**config.mk**
```make
export PLATFORM = sky130hd
export DESIGN_NAME = jump_controller_flat
export DESIGN_NICKNAME = d
export VERILOG_FILES = /design/src/rtl/jump_controller_if.sv /design/src/rtl/jump_controller.sv /design/src/flat_wrapper.sv
export SDC_FILE = /design/constraint.sdc
export NUM_CORES = 1
export LEC_CHECK = 0
export ABC_AREA = 1
export CELL_PAD_IN_SITES_DETAIL_PLACEMENT = 1
export CELL_PAD_IN_SITES_GLOBAL_PLACEMENT = 2
export CORE_ASPECT_RATIO = 0.5
export CORE_UTILIZATION = 26
export CTS_BUF_LIST = sky130_fd_sc_hd__clkbuf_16
export CTS_CLUSTER_SIZE = 20
export DETAILED_ROUTE_END_ITERATION = 12
export PLACE_DENSITY_LB_ADDON = 0.3
export SYNTH_ARGS = -nofsm -noshare
export SYNTH_HDL_FRONTEND = slang
export SYNTH_SLANG_ARGS = --single-unit
```
**constraint.sdc**
```tcl
create_clock -name clk -period 3.73 [get_ports clk]
set_clock_uncertainty 0.05 [all_clocks]
set_input_delay 0.746 -clock clk [delete_from_list [all_inputs] [get_ports clk]]
set_output_delay 0.746 -clock clk [all_outputs]
set_load 0.02 [all_outputs]
```
**src/rtl/jump_controller_if.sv**
```systemverilog
`default_nettype none
// ============================================================================
// Module      : jump_controller_if
// Description : Execute-stage redirect bundle between the pipeline and the
//               fetch-PC / jump controller.
// Revision    : 1.0 - initial release
// ============================================================================
interface jump_controller_if;
    logic        stall;
    logic        br_valid;
    logic [1:0]  br_type;
    logic [31:0] alu_out;
    logic [31:0] ex_pc;
    logic [31:0] imm;
    logic [31:0] pc;
    logic        flush;
    logic        link_we;
    logic [31:0] link_data;
    logic        misalign;
    logic [31:0] bad_addr;

    // Pipeline side: presents the executing control transfer, consumes the redirect.
    modport master (
        output stall, br_valid, br_type, alu_out, ex_pc, imm,
        input  pc, flush, link_we, link_data, misalign, bad_addr
    );

    // Controller side.
    modport slave (
        input  stall, br_valid, br_type, alu_out, ex_pc, imm,
        output pc, flush, link_we, link_data, misalign, bad_addr
    );
endinterface
`default_nettype wire

```
**src/rtl/jump_controller.sv**
```systemverilog
`default_nettype none
// ============================================================================
// Module      : jump_controller
// Description : Fetch-PC sequencer resolving branches/JAL/JALR with a timed
//               post-redirect flush window, link write-back and misalign trap.
// Revision    : 1.0 - initial release
// ============================================================================
module jump_controller #(
    parameter logic [31:0] RESET_PC     = 32'h0000_0000,
    parameter logic [31:0] TRAP_VEC     = 32'h0000_0100,
    parameter int unsigned FLUSH_CYCLES = 2
) (
    input  wire logic        clk,
    input  wire logic        rst,
    jump_controller_if.slave jc
);

    typedef enum logic [0:0] {
        ST_RUN   = 1'b0,
        ST_FLUSH = 1'b1
    } state_t;

    localparam logic [1:0]  c_br_none    = 2'b00;
    localparam logic [1:0]  c_br_branch  = 2'b01;
    localparam logic [1:0]  c_br_jal     = 2'b10;
    localparam logic [1:0]  c_br_jalr    = 2'b11;
    localparam logic [2:0]  c_flush_init = 3'(FLUSH_CYCLES);
    localparam logic [31:0] c_pc_step    = 32'd4;

    state_t      r_state;
    state_t      w_state_next;
    logic [2:0]  r_cnt;
    logic [2:0]  w_cnt_next;
    logic [31:0] r_pc;
    logic [31:0] w_pc_next;
    logic        r_link_we;
    logic        w_link_we_next;
    logic [31:0] r_link_data;
    logic [31:0] w_link_data_next;
    logic        r_misalign;
    logic        w_misalign_next;
    logic [31:0] r_bad_addr;
    logic [31:0] w_bad_addr_next;

    logic        w_accept;
    logic        w_is_jump;
    logic        w_cond_taken;
    logic        w_taken;
    logic [31:0] w_target;
    logic        w_target_misaligned;
    logic [31:0] w_pc_seq;

    // ------------------------------------------------------------------------
    // Control-transfer decode
    // ------------------------------------------------------------------------
    always_comb begin
        w_accept     = jc.br_valid && (r_state == ST_RUN);
        w_is_jump    = 1'b0;
        w_cond_taken = 1'b0;
        case (jc.br_type)
            c_br_none:   w_cond_taken = 1'b0;
            c_br_branch: w_cond_taken = jc.alu_out[0];
            c_br_jal: begin
                w_is_jump    = 1'b1;
                w_cond_taken = 1'b1;
            end
            c_br_jalr: begin
                w_is_jump    = 1'b1;
                w_cond_taken = 1'b1;
            end
            default:     w_cond_taken = 1'b0;
        endcase
        w_taken = w_accept && w_cond_taken;
    end

    // JALR drops bit 0 of rs1+imm; everything else is PC-relative.
    always_comb begin
        if (jc.br_type == c_br_jalr) begin
            w_target = {jc.alu_out[31:1], 1'b0};
        end else begin
            w_target = jc.ex_pc + jc.imm;
        end
        w_target_misaligned = |w_target[1:0];
        w_pc_seq            = r_pc + c_pc_step;
    end

    // ------------------------------------------------------------------------
    // Next-state / output logic
    // ------------------------------------------------------------------------
    always_comb begin
        w_state_next     = r_state;
        w_cnt_next       = r_cnt;
        w_pc_next        = jc.stall ? r_pc : w_pc_seq;
        w_link_we_next   = 1'b0;
        w_link_data_next = r_link_data;
        w_misalign_next  = 1'b0;
        w_bad_addr_next  = r_bad_addr;

        case (r_state)
            ST_RUN: begin
                // A redirect overrides stall: the fetch stream is being replaced.
                if (w_taken) begin
                    w_state_next = ST_FLUSH;
                    w_cnt_next   = c_flush_init;
                    if (w_target_misaligned) begin
                        w_pc_next       = TRAP_VEC;
                        w_misalign_next = 1'b1;
                        w_bad_addr_next = w_target;
                    end else begin
                        w_pc_next = w_target;
                        if (w_is_jump) begin
                            w_link_we_next   = 1'b1;
                            w_link_data_next = jc.ex_pc + c_pc_step;
                        end
                    end
                end
            end
            ST_FLUSH: begin
                // Counter runs down independent of stall; br_valid is ignored here.
                if (r_cnt <= 3'd1) begin
                    w_state_next = ST_RUN;
                    w_cnt_next   = 3'd0;
                end else begin
                    w_cnt_next = r_cnt - 3'd1;
                end
            end
            default: begin
                w_state_next = ST_RUN;
                w_cnt_next   = 3'd0;
            end
        endcase
    end

    // ------------------------------------------------------------------------
    // State registers
    // ------------------------------------------------------------------------
    always_ff @(posedge clk or posedge rst) begin
        if (rst) begin
            r_state     <= ST_RUN;
            r_cnt       <= 3'd0;
            r_pc        <= RESET_PC;
            r_link_we   <= 1'b0;
            r_link_data <= 32'd0;
            r_misalign  <= 1'b0;
            r_bad_addr  <= 32'd0;
        end else begin
            r_state     <= w_state_next;
            r_cnt       <= w_cnt_next;
            r_pc        <= w_pc_next;
            r_link_we   <= w_link_we_next;
            r_link_data <= w_link_data_next;
            r_misalign  <= w_misalign_next;
            r_bad_addr  <= w_bad_addr_next;
        end
    end

    assign jc.pc        = r_pc;
    assign jc.flush     = (r_state == ST_FLUSH);
    assign jc.link_we   = r_link_we;
    assign jc.link_data = r_link_data;
    assign jc.misalign  = r_misalign;
    assign jc.bad_addr  = r_bad_addr;

endmodule
`default_nettype wire

```
**src/flat_wrapper.sv**
```systemverilog
// flat-port wrapper written by rule: the top's interface ports become plain ports
module jump_controller_flat 
#(
    parameter logic [31:0] RESET_PC     = 32'h0000_0000,
    parameter logic [31:0] TRAP_VEC     = 32'h0000_0100,
    parameter int unsigned FLUSH_CYCLES = 2
)
  (clk, rst, jc_stall, jc_br_valid, jc_br_type, jc_alu_out, jc_ex_pc, jc_imm, jc_pc, jc_flush, jc_link_we, jc_link_data, jc_misalign, jc_bad_addr);
  jump_controller_if jc_i ();
  input  wire logic clk;
  input  wire logic rst;
  input wire logic [$bits(jc_i.stall)-1:0] jc_stall;
  input wire logic [$bits(jc_i.br_valid)-1:0] jc_br_valid;
  input wire logic [$bits(jc_i.br_type)-1:0] jc_br_type;
  input wire logic [$bits(jc_i.alu_out)-1:0] jc_alu_out;
  input wire logic [$bits(jc_i.ex_pc)-1:0] jc_ex_pc;
  input wire logic [$bits(jc_i.imm)-1:0] jc_imm;
  output wire logic [$bits(jc_i.pc)-1:0] jc_pc;
  output wire logic [$bits(jc_i.flush)-1:0] jc_flush;
  output wire logic [$bits(jc_i.link_we)-1:0] jc_link_we;
  output wire logic [$bits(jc_i.link_data)-1:0] jc_link_data;
  output wire logic [$bits(jc_i.misalign)-1:0] jc_misalign;
  output wire logic [$bits(jc_i.bad_addr)-1:0] jc_bad_addr;
  assign jc_i.stall = jc_stall;
  assign jc_i.br_valid = jc_br_valid;
  assign jc_i.br_type = jc_br_type;
  assign jc_i.alu_out = jc_alu_out;
  assign jc_i.ex_pc = jc_ex_pc;
  assign jc_i.imm = jc_imm;
  assign jc_pc = jc_i.pc;
  assign jc_flush = jc_i.flush;
  assign jc_link_we = jc_i.link_we;
  assign jc_link_data = jc_i.link_data;
  assign jc_misalign = jc_i.misalign;
  assign jc_bad_addr = jc_i.bad_addr;
  jump_controller #(.RESET_PC(RESET_PC), .TRAP_VEC(TRAP_VEC), .FLUSH_CYCLES(FLUSH_CYCLES)) u_core (.clk(clk), .rst(rst), .jc(jc_i));
endmodule
```
==> summary.md, run 1 <==
| Metric | Value |
|---|---|
| Commonest register cell after synthesis | `dfrtp_1` |
| WHS Path Cells | `2` |
| Outcome | `finished, final reports clean` |
| I/O pins | `201` |
| Vias in the first global route | `9426` |
| Path depth of the worst reg2reg path | `8` |
| Post-CTS Setup Bufs | `0` |
| Clock period minus worst slack | `a little over 3000 ps` |
| Flop2flop setup slack | `1590 ps` |
| Gp weighted congestion | `about 0.84` |
| Synth-to-Final Area Change | `34.14%` |
| RSZ-0062 raised after global routing | `no` |
| Final Max Slew Viols | `0` |
| Post-layout util | `0.3601` |
| Post-synth EDFFs | `0` |
| Initial Utilization | `0.2685` |
| Routed via count | `9015` |
| Design Power | `6.249 mW` |
| Final period util | `0.8185` |
| Final setup violating endpoints | `0` |
| Port-buffer cells | `200` |
| CTS H-Tree Depth | `3` |
| Post-CTS Resized | `0` |
| Leakage | `around 5.7 nW` |
| Multi-input gate area | `between 4000 and 5000 µm²` |
| FFs w/ async S/R, synth | `1.000` |
| Total CTS buffers | `9` |
| Power per cell area | `around 560 nW/µm²` |
| Slew @ Worst Pin | `873.8 ps` |
| Reg2reg end | `u_core.jc.pc[29]` |
| Critical Path Start | `jc_ex_pc[0]` |
| Global-route wire length before repair | `around 52000 µm` |
| Diode count | `0` |
| CTS max path bufs | `2` |
| Critical-path maximum fanout | `17` |
| Gr usage total | `0.2110` |
| Final hold vios | `0` |
| Die Span Y | `~130 µm` |
| DP HPWL | `between 20000 and 30000 µm` |
| Worst setup EP type | `flip-flop` |
| CTS tree | `built` |
| Hold Buf Count CTS | `0` |
| Worst Hold Margin | `440.2 ps` |
| Synthesized flop and latch total | `102` |
| Synth unique cells | `46` |
| # DRC | `0` |
| Hold_sp | `u_core.jc.bad_addr[30]` |
| Layout cell share with drive strength beyond 1 | `0.04566` |
| Layout Nets | `~1700` |
| Post-synthesis sequential area ratio | `0.3087` |
| Netlist Area Pre-Place | `8269 µm²` |
| Overflow after GRT | `0` |
| Setup TNS | `0 ps` |
| Root buf cell | `clkbuf_16` |
| Initial antenna violation count | `0` |
| Post-synthesis area per instance | `between 6 and 7 µm²` |
| Reg-to-reg startpoint | `u_core.jc.flush` |
| Met1 Usage GRT | `0.2904` |
| Worst EP arrival | `~3300 ps` |
| WHS Endpoint | `u_core.jc.bad_addr[30]` |
| DR vias/cell | `4.609` |
| Met3 usage | `0.03066` |
| Net Count, Synth | `around 1500` |
| Maximum vdd ir drop | `265.4 µV` |
| Core Region | `~31000 µm²` |
| Pin count of the biggest net entering global routing | `a little over 60` |
| Die W | `254.2 µm` |
| Worst rel slew slack | `0.4175` |
| Warnings, synthesis | `0` |
| Cell Area, Placed | `about 11000 µm²` |
| Fillcell total | `between 3000 and 4000` |
| Final instance area | `11090 µm²` |
| Pre-antenna DRT Iters | `5` |
| Worst-Skew Late Latency | `roughly 380 ps` |
| Reg clk slew, reported paths | `70 ps` |
| Met2 Track Usage GR | `0.3520` |
| Peak Freq | `about 0.33 GHz` |
| Critical path class | `in -> reg` |
| Placement row count | `45` |
| Worst Hold Class | `reg -> reg` |
| Clk sinks | `102` |
| Most Crowded Layer GR | `met2` |
| Detailed Route WL | `~33000 µm` |
| Post-Syn Instances | `about 1300` |
| Sequential cell area | `2552 µm²` |
| Critical Path Start Type | `input pin` |
| Antenna Nets Post-Route | `0` |
| Most frequent cells in the layout | `nand2_1 (531), inv_1 (208), clkdlybuf4s50_1 (200), dfrtp_1 (102), nand3_1 (95)` |
| Routed len/inst | `roughly 17 µm` |
| Die area | `between 30000 and 40000 µm²` |
| DRT iter0 DRCs | `462` |
| Max-Cap Viols | `0` |
| Worst EP required | `about 4000 ps` |
| Most common cell after layout, fill and taps aside | `nand2_1` |
[synth_stat cells, types with 6 or more instances]
cell type    n  area share
a21oi_1     27       0.016
buf_2       12      0.0073
clkbuf_1     9      0.0041
dfrtp_1    102        0.31
ha_1        35       0.053
inv_1      208       0.094
inv_2        6      0.0027
nand2_1    531        0.24
nand3_1     95       0.057
nand4_1     17       0.013
nor2_1      92       0.042
nor3_1      22       0.013
nor4_1       7      0.0053
o21ai_0     58       0.035
o21ai_1     11      0.0067
or2_2       17       0.013
xnor2_1     14       0.015
xor2_1      18       0.019
[area by class of cell]
cell class,instances,area share
clock buffers,9,0.02030
clock inverters,7,0.009363
inverters,215,0.07310
multi-input cells,991,0.4317
flip-flops and latches,102,0.2301
well taps,423,0.04772
repair buffers,209,0.1877
[worst max-delay path by stage]
stage,endpoint,slack (ps),depth (start not counted)
2_1_floorplan,u_core.jc.bad_addr[0],260,1
3_3_place_gp,u_core.jc.bad_addr[20],370,14
6_report,u_core.jc.link_data[12],680,10
4_1_cts,u_core.jc.link_data[12],690,10
5_1_grt,u_core.jc.link_data[12],490,10
3_5_place_dp,u_core.jc.link_data[12],270,10
[stage by stage]
step	worst slack [ps]	std cells
final	676.9	1956
after detailed placement	273.8	1940
after global routing	487.8	1956
after global placement	367.0	1940
after CTS	692.8	1956
after floorplan	258.5	1333
[state kept, by name, summed over array words and instances, names as in the netlist]
signal	count
u_core.jc.bad_addr	32
u_core.jc.link_data	32
u_core.jc.pc	32
u_core.r_cnt	3
u_core.jc.flush	1
u_core.jc.link_we	1
u_core.jc.misalign	1
[cell families (layout without fill, tap and decap cells)]
kind of cell    Yosys count  count (layout)  synth area share
compound gates          114             114           0.07414
flops                   102             102            0.3087
buf+inv                 240             440            0.1123
simple gates            809             809            0.4156
xor+xnor                 32              32           0.03389
fa+ha+maj                36              36           0.05538
[metal layers]
metal	vias to the layer above	wire [µm]	share of wire
met5	-	0	0
met4	0	384	0.011
met3	21	815	0.024
met2	99	15560	0.47
met1	4356	16660	0.50
li1	4539	-	-
[critical path, cell delays in order]
cell and delay (ps):
clkdlybuf4s50_1 550, ha_1 240, inv_1 70, fa_1 500, o21ai_1 120, nor2_2 230, nand3_2 210, inv_2 330
o21ai_0 130, o21ai_0 170
[where the power goes]
| group | leakage, nW | internal (mW) | total (mW) | switching [mW] |
|---|---|---|---|---|
| clock network | 0.165 | 0.600 | 1.10 | 0.501 |
| logic | 4.21 | 1.35 | 3.12 | 1.77 |
| registers | 1.29 | 1.58 | 2.03 | 0.446 |
Note: power is estimated with default switching activity, not from simulation.
==> run 2: changes to the inputs <==
- CORE_UTILIZATION: 26 -> 24
- clock period: 3.73 -> 2.7 ns (I/O delays scaled with it)
==> run 2 against run 1 <==
Critical path type unchanged. Wire length rose by 1.6%. Largest cell class unchanged. Final area up 9.1%. Via count up 3.8%. Sequential power grew 38%. Global-route usage decreased by 1.2 points.
==> summary.md, run 2 (synthesized netlist as in run 1, its figures left out) <==
| Metric | Value |
|---|---|
| Outcome | `finished, final reports clean` |
| Power per cell area | `718.5 nW/µm² (+28%)` |
| Final period util | `0.9369` |
| Gp weighted congestion | `0.8749 (+3.9%)` |
| Core Region | `33460 µm² (+8.6%)` |
| Initial Utilization | `0.2471 (-0.02136)` |
| Most frequent cells in the layout | `nand2_1 (531), inv_1 (207), clkdlybuf4s50_1 (199), buf_4 (128), dfrtp_1 (102)` |
| Leakage | `6.278 nW (+11%)` |
| Total CTS buffers | `9 (unchanged)` |
| DR vias/cell | `4.457 (-3.3%)` |
| Clock period minus worst slack | `2530 ps` |
| Combinational fraction of design power | `0.522 (+0.022)` |
| CTS max path bufs | `2 (unchanged)` |
| Switching Share | `0.4379 (+0.002883)` |
| CTS H-Tree Depth | `3 (unchanged)` |
| Die Span Y | `133.3 µm (+4.0%)` |
| Placed insts | `2083 (+7.4%)` |
| Fillcell total | `4261 (+7.5%)` |
| CTS tree | `built` |
| Worst Hold Class | `reg -> reg` |
| Max-Cap Viols | `0 (unchanged)` |
| Clk pwr share | `0.155 (-0.021)` |
| DP HPWL | `28770 µm (+3.3%)` |
| Pin count of the biggest net entering global routing | `44 (-28%)` |
| Final instance area | `12100 µm² (+9.1%)` |
| Critical Path Start Type | `input pin` |
| Critical-path maximum fanout | `4 (-13)` |
| Internal | `4.887 mW (+38%)` |
| Final Max Slew Viols | `0 (unchanged)` |
| WL met3 | `802 µm (-1.6%)` |
| Peak Freq | `0.3953 GHz` |
| Synth-to-Final Area Change | `46.33%` |
| Cell Area, Placed | `11780 µm² (+9.4%)` |
| I/O pins | `201 (unchanged)` |
| Global-route wire length before repair | `54330 µm (+3.8%)` |
| Routed len/inst | `16.17 µm (-5.3%)` |
| Die W | `264.5 µm (+4.0%)` |
| Critical path class | `in -> reg` |
| Root buf cell | `clkbuf_16` |
| Top Metal Used | `met4` |
| Sequential Power Share | `0.322 (-0.002)` |
| Placement row count | `47 (+4.4%)` |
| Final setup violating endpoints | `0 (unchanged)` |
| RSZ-0062 raised after global routing | `no` |
| Worst setup EP type | `flip-flop` |
| Layout cell share with drive strength beyond 1 | `0.1230 (+0.07738)` |
| Post-CTS Setup Bufs | `0 (unchanged)` |
| Antenna Nets Post-Route | `0 (unchanged)` |
| Final hold vios | `0 (unchanged)` |
| Diode count | `0 (unchanged)` |
| Most common cell after layout, fill and taps aside | `nand2_1` |
| Final non-filler cell total | `2099 (+7.3%)` |
| Reg clk slew, reported paths | `80 ps (about the same)` |
| Port-buffer cells | `200 (unchanged)` |
| Slew @ Worst Pin | `628.8 ps (-245.0 ps)` |
| Worst-Skew Late Latency | `380 ps (about the same)` |
| DRT iter0 DRCs | `396 (-14%)` |
| Maximum vdd ir drop | `290.9 µV (+9.6%)` |
| # DRC | `0 (unchanged)` |
| Met2 Routed Length | `16150 µm (+3.8%)` |
| Sw power | `3.807 mW (+40%)` |
| Post-layout util | `0.3616 (+0.001481)` |
| Worst rel slew slack | `0.5799 (+0.1624)` |
| Overflow after GRT | `0 (unchanged)` |
| Vias in the first global route | `10094 (+7.1%)` |
| Clk sinks | `102 (unchanged)` |
| Met1 wire length | `16130 µm (-3.2%)` |
| Layout Nets | `1791 (+7.5%)` |
| Initial antenna violation count | `0 (unchanged)` |
| Gr usage total | `0.1992 (-0.01183)` |
| Worst EP arrival | `2750 ps (-540 ps)` |
| Worst EP required | `2920 ps (-1050 ps)` |
| Pre-antenna DRT Iters | `4 (-1)` |
| Die area | `35250 µm² (+8.2%)` |
| Detailed Route WL | `33940 µm (+1.6%)` |
| Routed via count | `9355 (+3.8%)` |
run 2: changes by cell type in the layout (fill, tap and decap cells not counted), moves of 2 or more:
| cell | before | now |
|---|---|---|
| buf_4 | 8 | 128 |
| ha_1 | 35 | 30 |
| ha_2 | 0 | 5 |
| buf_12 | 1 | 5 |
| nand3_1 | 95 | 92 |
| bufinv_16 | 2 | 0 |
| clkinvlp_4 | 0 | 2 |
| nand3_2 | 4 | 6 |
run 2: layout make-up:
class	instances	area, µm²	area share
Clock inverter	7	56.30	0.004653
Sequential cell	102	2552	0.2109
Tap cell	441	551.8	0.04560
Clock buffer	9	225.2	0.01861
Timing Repair Buffer	334	3077	0.2543
Multi-Input combinational cell	991	4826	0.3988
Inverter	215	812.0	0.06711
run 2: worst max-delay path, stage by stage:
cell             delay, ps
clkdlybuf4s50_1        460
ha_1                   440
nand2_1                130
nor2_1                 230
inv_1                   80
nor3_1                 190
nand2_1                 90
nand3_1                 90
nand3_1                190
nand3_1                230
nand2_1                 80
run 2: per-layer routing:
metal | vias to the layer above | track usage
li1 | 4784 | -
met1 | 4432 | 0.2503
met2 | 97 | 0.3488
met3 | 42 | 0.03161
met4 | 0 | 0.06460
met5 | - | 0
run 2: path summary, 6_finish.rpt:
kind                                         from                      end  slack, ps  cells past startpoint
hold reg to reg            u_core.jc.link_data[3]   u_core.jc.link_data[3]        430                      2
min in group asynchronous                     rst          u_core.jc.pc[5]        530                      2
setup / recovery                     jc_ex_pc[24]         u_core.jc.pc[27]        170                     11
max in group asynchronous                     rst  u_core.jc.link_data[28]       1430                      3
hold / removal             u_core.jc.link_data[3]   u_core.jc.link_data[3]        430                      2
setup reg to reg                  u_core.jc.pc[2]         u_core.jc.pc[24]        710                     12
run 2: repair_timing:
item,4_1_cts,5_1_grt
gates cloned,0,0
resized for setup,1,12
hold buffers,0,0
setup endpoints to repair,1,34
run 2: power by group through the flow:
stage / clock, mW / sequential [mW] / combinational, mW
floorplan: 0 / 3.43 / 1.49
global placement: 0 / 2.84 / 4.46
detailed placement: 0 / 2.85 / 4.57
CTS: 1.41 / 2.83 / 4.59
global route: 1.46 / 2.90 / 4.94
finish: 1.35 / 2.80 / 4.54
run 2: stage by stage:
step / setup slack [ps] / hold WS (ps) / total power [mW] / TNS, ps
6_report: 170.4 / 430.1 / 8.694 / 0
5_1_grt: 10.12 / 462.1 / 9.305 / 0
4_1_cts: 13.79 / 436.7 / 8.827 / 0
3_5_place_dp: -457.0 / 416.0 / 7.415 / -23390
3_3_place_gp: -290.7 / 415.1 / 7.294 / -15890
2_1_floorplan: 498.5 / 414.3 / 4.920 / 0
==> run 3: changes to the inputs <==
- ABC_AREA: 1 -> unset
- CORE_MARGIN: unset -> 8
- CORE_UTILIZATION: 24 -> 25
- SETUP_SLACK_MARGIN: unset -> 0.05
==> run 3 against run 2 <==
Synthesized cell count shrank 41%. Register-to-register slack lost 170 ps. Power grew 3.1%. Global-route usage decreased by 2.2 points. Critical path type unchanged. Setup slack worse by 90 ps. Die area down 5.9%. Fmax is 3.4% lower. Final area down 5.1%.
==> summary.md, run 3 <==
| Metric | Value |
|---|---|
| Max incr delay on CP | `340 ps (-120 ps)` |
| Final Max Slew Viols | `0 (unchanged)` |
| I/O pins | `201 (unchanged)` |
| Worst EP required | `2940 ps (+20 ps)` |
| DP HPWL | `23980 µm (-17%)` |
| Synthesized flop and latch total | `102 (unchanged)` |
| Maximum vdd ir drop | `345.0 µV (+19%)` |
| Gr usage total | `0.1776 (-0.02153)` |
| RSZ-0062 raised after global routing | `yes` |
| Core Region | `26640 µm² (-20%)` |
| Peak Freq | `0.3818 GHz (-3.4%)` |
| Final hold vios | `0 (unchanged)` |
| CTS tree | `built` |
| Overflow after GRT | `0 (unchanged)` |
| Net Count, Synth | `921 (-37%)` |
| Post-synth EDFFs | `0 (unchanged)` |
| Fillcell total | `3064 (-28%)` |
| DRT iter0 DRCs | `337 (-15%)` |
| Multiplexer share of the synthesized area | `0.03043 (+0.03043)` |
| Initial Utilization | `0.2562 (+0.009092)` |
| Final non-filler cell total | `1510 (-28%)` |
| Worst setup margin | `80.51 ps (-89.88 ps)` |
| Worst EP arrival | `2860 ps (+110 ps)` |
| Post-synthesis sequential area ratio | `0.3739 (+0.06523)` |
| Critical Path Start Type | `input pin` |
| Most common cell after layout, fill and taps aside | `buf_4` |
| Root buf cell | `clkbuf_16` |
| Synth-to-Final Area Change | `68.29%` |
| Post-Syn Instances | `783 (-41%)` |
| Post-synthesis area per instance | `8.718 µm² (+41%)` |
| Post-Synth Adder-Cell Area | `0.06708 (+0.01170)` |
| # DRC | `0 (unchanged)` |
| Pre-antenna DRT Iters | `5 (+1)` |
| Global-route wire length before repair | `46490 µm (-14%)` |
| Commonest cells post-synth | `dfrtp_1 (102), nand2_1 (83), nor2_1 (75), a21oi_1 (68), xnor2_1 (51)` |
| Hold Buf Count CTS | `0 (unchanged)` |
| Warnings, synthesis | `0 (unchanged)` |
| Final setup violating endpoints | `0 (unchanged)` |
| Synth area leader | `dfrtp_1` |
| Critical-path maximum fanout | `4 (unchanged)` |
| Top-count cell post-synth | `dfrtp_1` |
| Vias in the first global route | `7854 (-22%)` |
| Pre-CTS WS | `-808.5 ps (-351.5 ps)` |
| Critical path class | `in -> reg` |
| Routed len/inst | `19.95 µm (+23%)` |
| Layout cell share with drive strength beyond 1 | `0.2714 (+0.1484)` |
| Clk sinks | `102 (unchanged)` |
| Compound-Gate Fraction of Synth Area | `0.2040 (+0.1299)` |
| Total CTS buffers | `9 (unchanged)` |
| Layout Nets | `1291 (-28%)` |
| CTS H-Tree Depth | `3 (unchanged)` |
| Die area | `33170 µm² (-5.9%)` |
| Worst Hold Class | `in -> reg` |
| Top Family by Delay on Critical Path | `compound AO/OA/AOI/OAI gates` |
| Worst setup EP type | `flip-flop` |
| Final period util | `0.9702 (+0.03329)` |
| Initial antenna violation count | `1 (+1)` |
| Max-Cap Viols | `0 (unchanged)` |
| Clock period minus worst slack | `2619 ps (+89.88 ps)` |
| Routed via count | `7252 (-22%)` |
| Most frequent cells in the layout | `buf_4 (185), clkdlybuf4s50_1 (157), dfrtp_1 (102), nand2_1 (81), nor2_1 (73)` |
| Worst rel slew slack | `0.6110 (+0.03106)` |
| DR vias/cell | `4.803 (+7.8%)` |
| Largest family of logic cells by synthesized area | `compound AO/OA/AOI/OAI gates` |
| Post-synthesis xor/xnor area fraction | `0.1065 (+0.07260)` |
| Cell Area, Placed | `10610 µm² (-9.9%)` |
| Gp weighted congestion | `0.8305 (-5.1%)` |
| Design Power | `8.967 mW (+3.1%)` |
| Worst path bufs/invs | `2 (unchanged)` |
| Sequential cell area | `2552 µm² (unchanged)` |
| Slew @ Worst Pin | `583.5 ps (-45.27 ps)` |
| Worst Hold Margin | `356.1 ps (-74.04 ps)` |
| Multi-input gate area | `4648 µm² (-3.7%)` |
| Commonest register cell after synthesis | `dfrtp_1` |
| Simple-gate share of the synthesized area | `0.1884 (-0.2272)` |
| Die W | `249.7 µm (-5.6%)` |
| Outcome | `finished, final reports clean` |
| Largest cells by area after synthesis | `dfrtp_1 (37%), xnor2_1 (6.5%), ha_1 (6.4%)` |
| Final instance area | `11490 µm² (-5.1%)` |
| Die Span Y | `132.8 µm (-0.31%)` |
| Detailed Route WL | `30120 µm (-11%)` |
| Post-synth top area share | `0.3739 (+0.06523)` |
| Synth unique cells | `60 (+30%)` |
| FFs w/ async S/R, synth | `1.000 (unchanged)` |
| CTS max path bufs | `2 (unchanged)` |
| Critical Path Slowest Stage Cell | `fa_2` |
| Power per cell area | `780.5 nW/µm² (+8.6%)` |
| Leakage | `4.951 nW (-21%)` |
| Worst-Skew Late Latency | `370 ps (about the same)` |
| CP Cell Sequence | `buf_6 -> ha_4 -> inv_2 -> fa_2 -> nand2b_4 -> a211o_1 -> a31o_4 -> o21ai_4 -> a221oi_4 -> or3_1 -> mux2_4 -> o221ai_4` |
| Placement row count | `42 (-11%)` |
| Antenna Nets Post-Route | `0 (unchanged)` |
| Port-buffer cells | `200 (unchanged)` |
| Placed insts | `1485 (-29%)` |
| Pin count of the biggest net entering global routing | `103 (+130%)` |
| Netlist Area Pre-Place | `6827 µm² (-17%)` |
| Reg clk slew, reported paths | `80 ps (about the same)` |
run 3: changes by cell type after synthesis, moves of 21 or more:
cell     change
xnor2_1     +37
nand2_1    -448
inv_1      -190
nand3_1     -60
a21oi_1     +41
and3_1      +21
run 3: worst reg2reg max path, cell delays in order, from the launching register on:
cell and delay, ps:
dfrtp_1 450, and4_1 240, nand3_1 160, nor3_1 260, buf_4 150, and2_1 190
nand4_1 140, a21oi_1 150, buf_4 160, o221ai_4 90
run 3: cell families (layout without fill, tap and decap cells):
family | after synthesis | count (layout)
xor gates and xnor gates | 83 | 83
muxes | 20 | 20
buffers and inverters | 53 | 427
other | 0 | 1
and+or+nand+nor | 275 | 275
adders and majority gates | 36 | 36
DFF | 102 | 102
AOI/OAI and AO/OA | 214 | 214
run 3: final timing paths:
path,startpoint,end,slack (ps),cells past startpoint
hold / removal,jc_ex_pc[0],u_core.jc.link_data[0],360,2
hold reg to reg,u_core.jc.bad_addr[13],u_core.jc.bad_addr[13],430,2
setup / recovery,jc_imm[0],u_core.jc.pc[30],80,12
min in group asynchronous,rst,u_core.jc.misalign,630,3
max in group asynchronous,rst,u_core.jc.link_data[31],1530,3
setup reg to reg,u_core.jc.pc[8],u_core.jc.pc[30],540,9
run 3: power breakdown:
group | total, mW | leakage [nW] | switching (mW) | internal (mW)
Clock | 1.49 | 0.155 | 0.669 | 0.820
Sequential | 2.75 | 1.25 | 0.561 | 2.19
Combinational | 4.72 | 3.55 | 2.42 | 2.30
run 3: timing repair:
| item | 4_1_cts | 5_1_grt |
|---|---|---|
| cloned | 0 | 0 |
| endpoints found under the hold margin | 0 | 0 |
| resized for setup | 95 | 72 |
| endpoints found under the setup margin | 86 | 36 |
| buffers inserted | 8 | 1 |
| pin swaps | 31 | 33 |
run 3: area by class of cell:
class / instances / area share
Antenna cell: 1 / 0.0002178
Tap cell: 352 / 0.03834
Clock buffer: 9 / 0.01960
Timing Repair Buffer: 394 / 0.3006
Multi-Input combinational cell: 628 / 0.4046
Clock inverter: 6 / 0.008277
Inverter: 18 / 0.006208
Sequential cell: 102 / 0.2222
run 3: stage by stage:
stage          utilization  setup TNS, ps
2_1_floorplan            -         -321.7
3_3_place_gp        0.3982         -41740
3_5_place_dp        0.3982         -47000
4_1_cts             0.4244         -4.547
5_1_grt             0.4312         -11.38
6_report            0.4312              0
run 3: metal layers:
layer,track usage,vias to the layer above,part of all wire
li1,-,3545,-
met1,0.2357,3571,0.47
met2,0.2987,106,0.48
met3,0.02756,30,0.029
met4,0.04629,0,0.018
met5,0,-,0
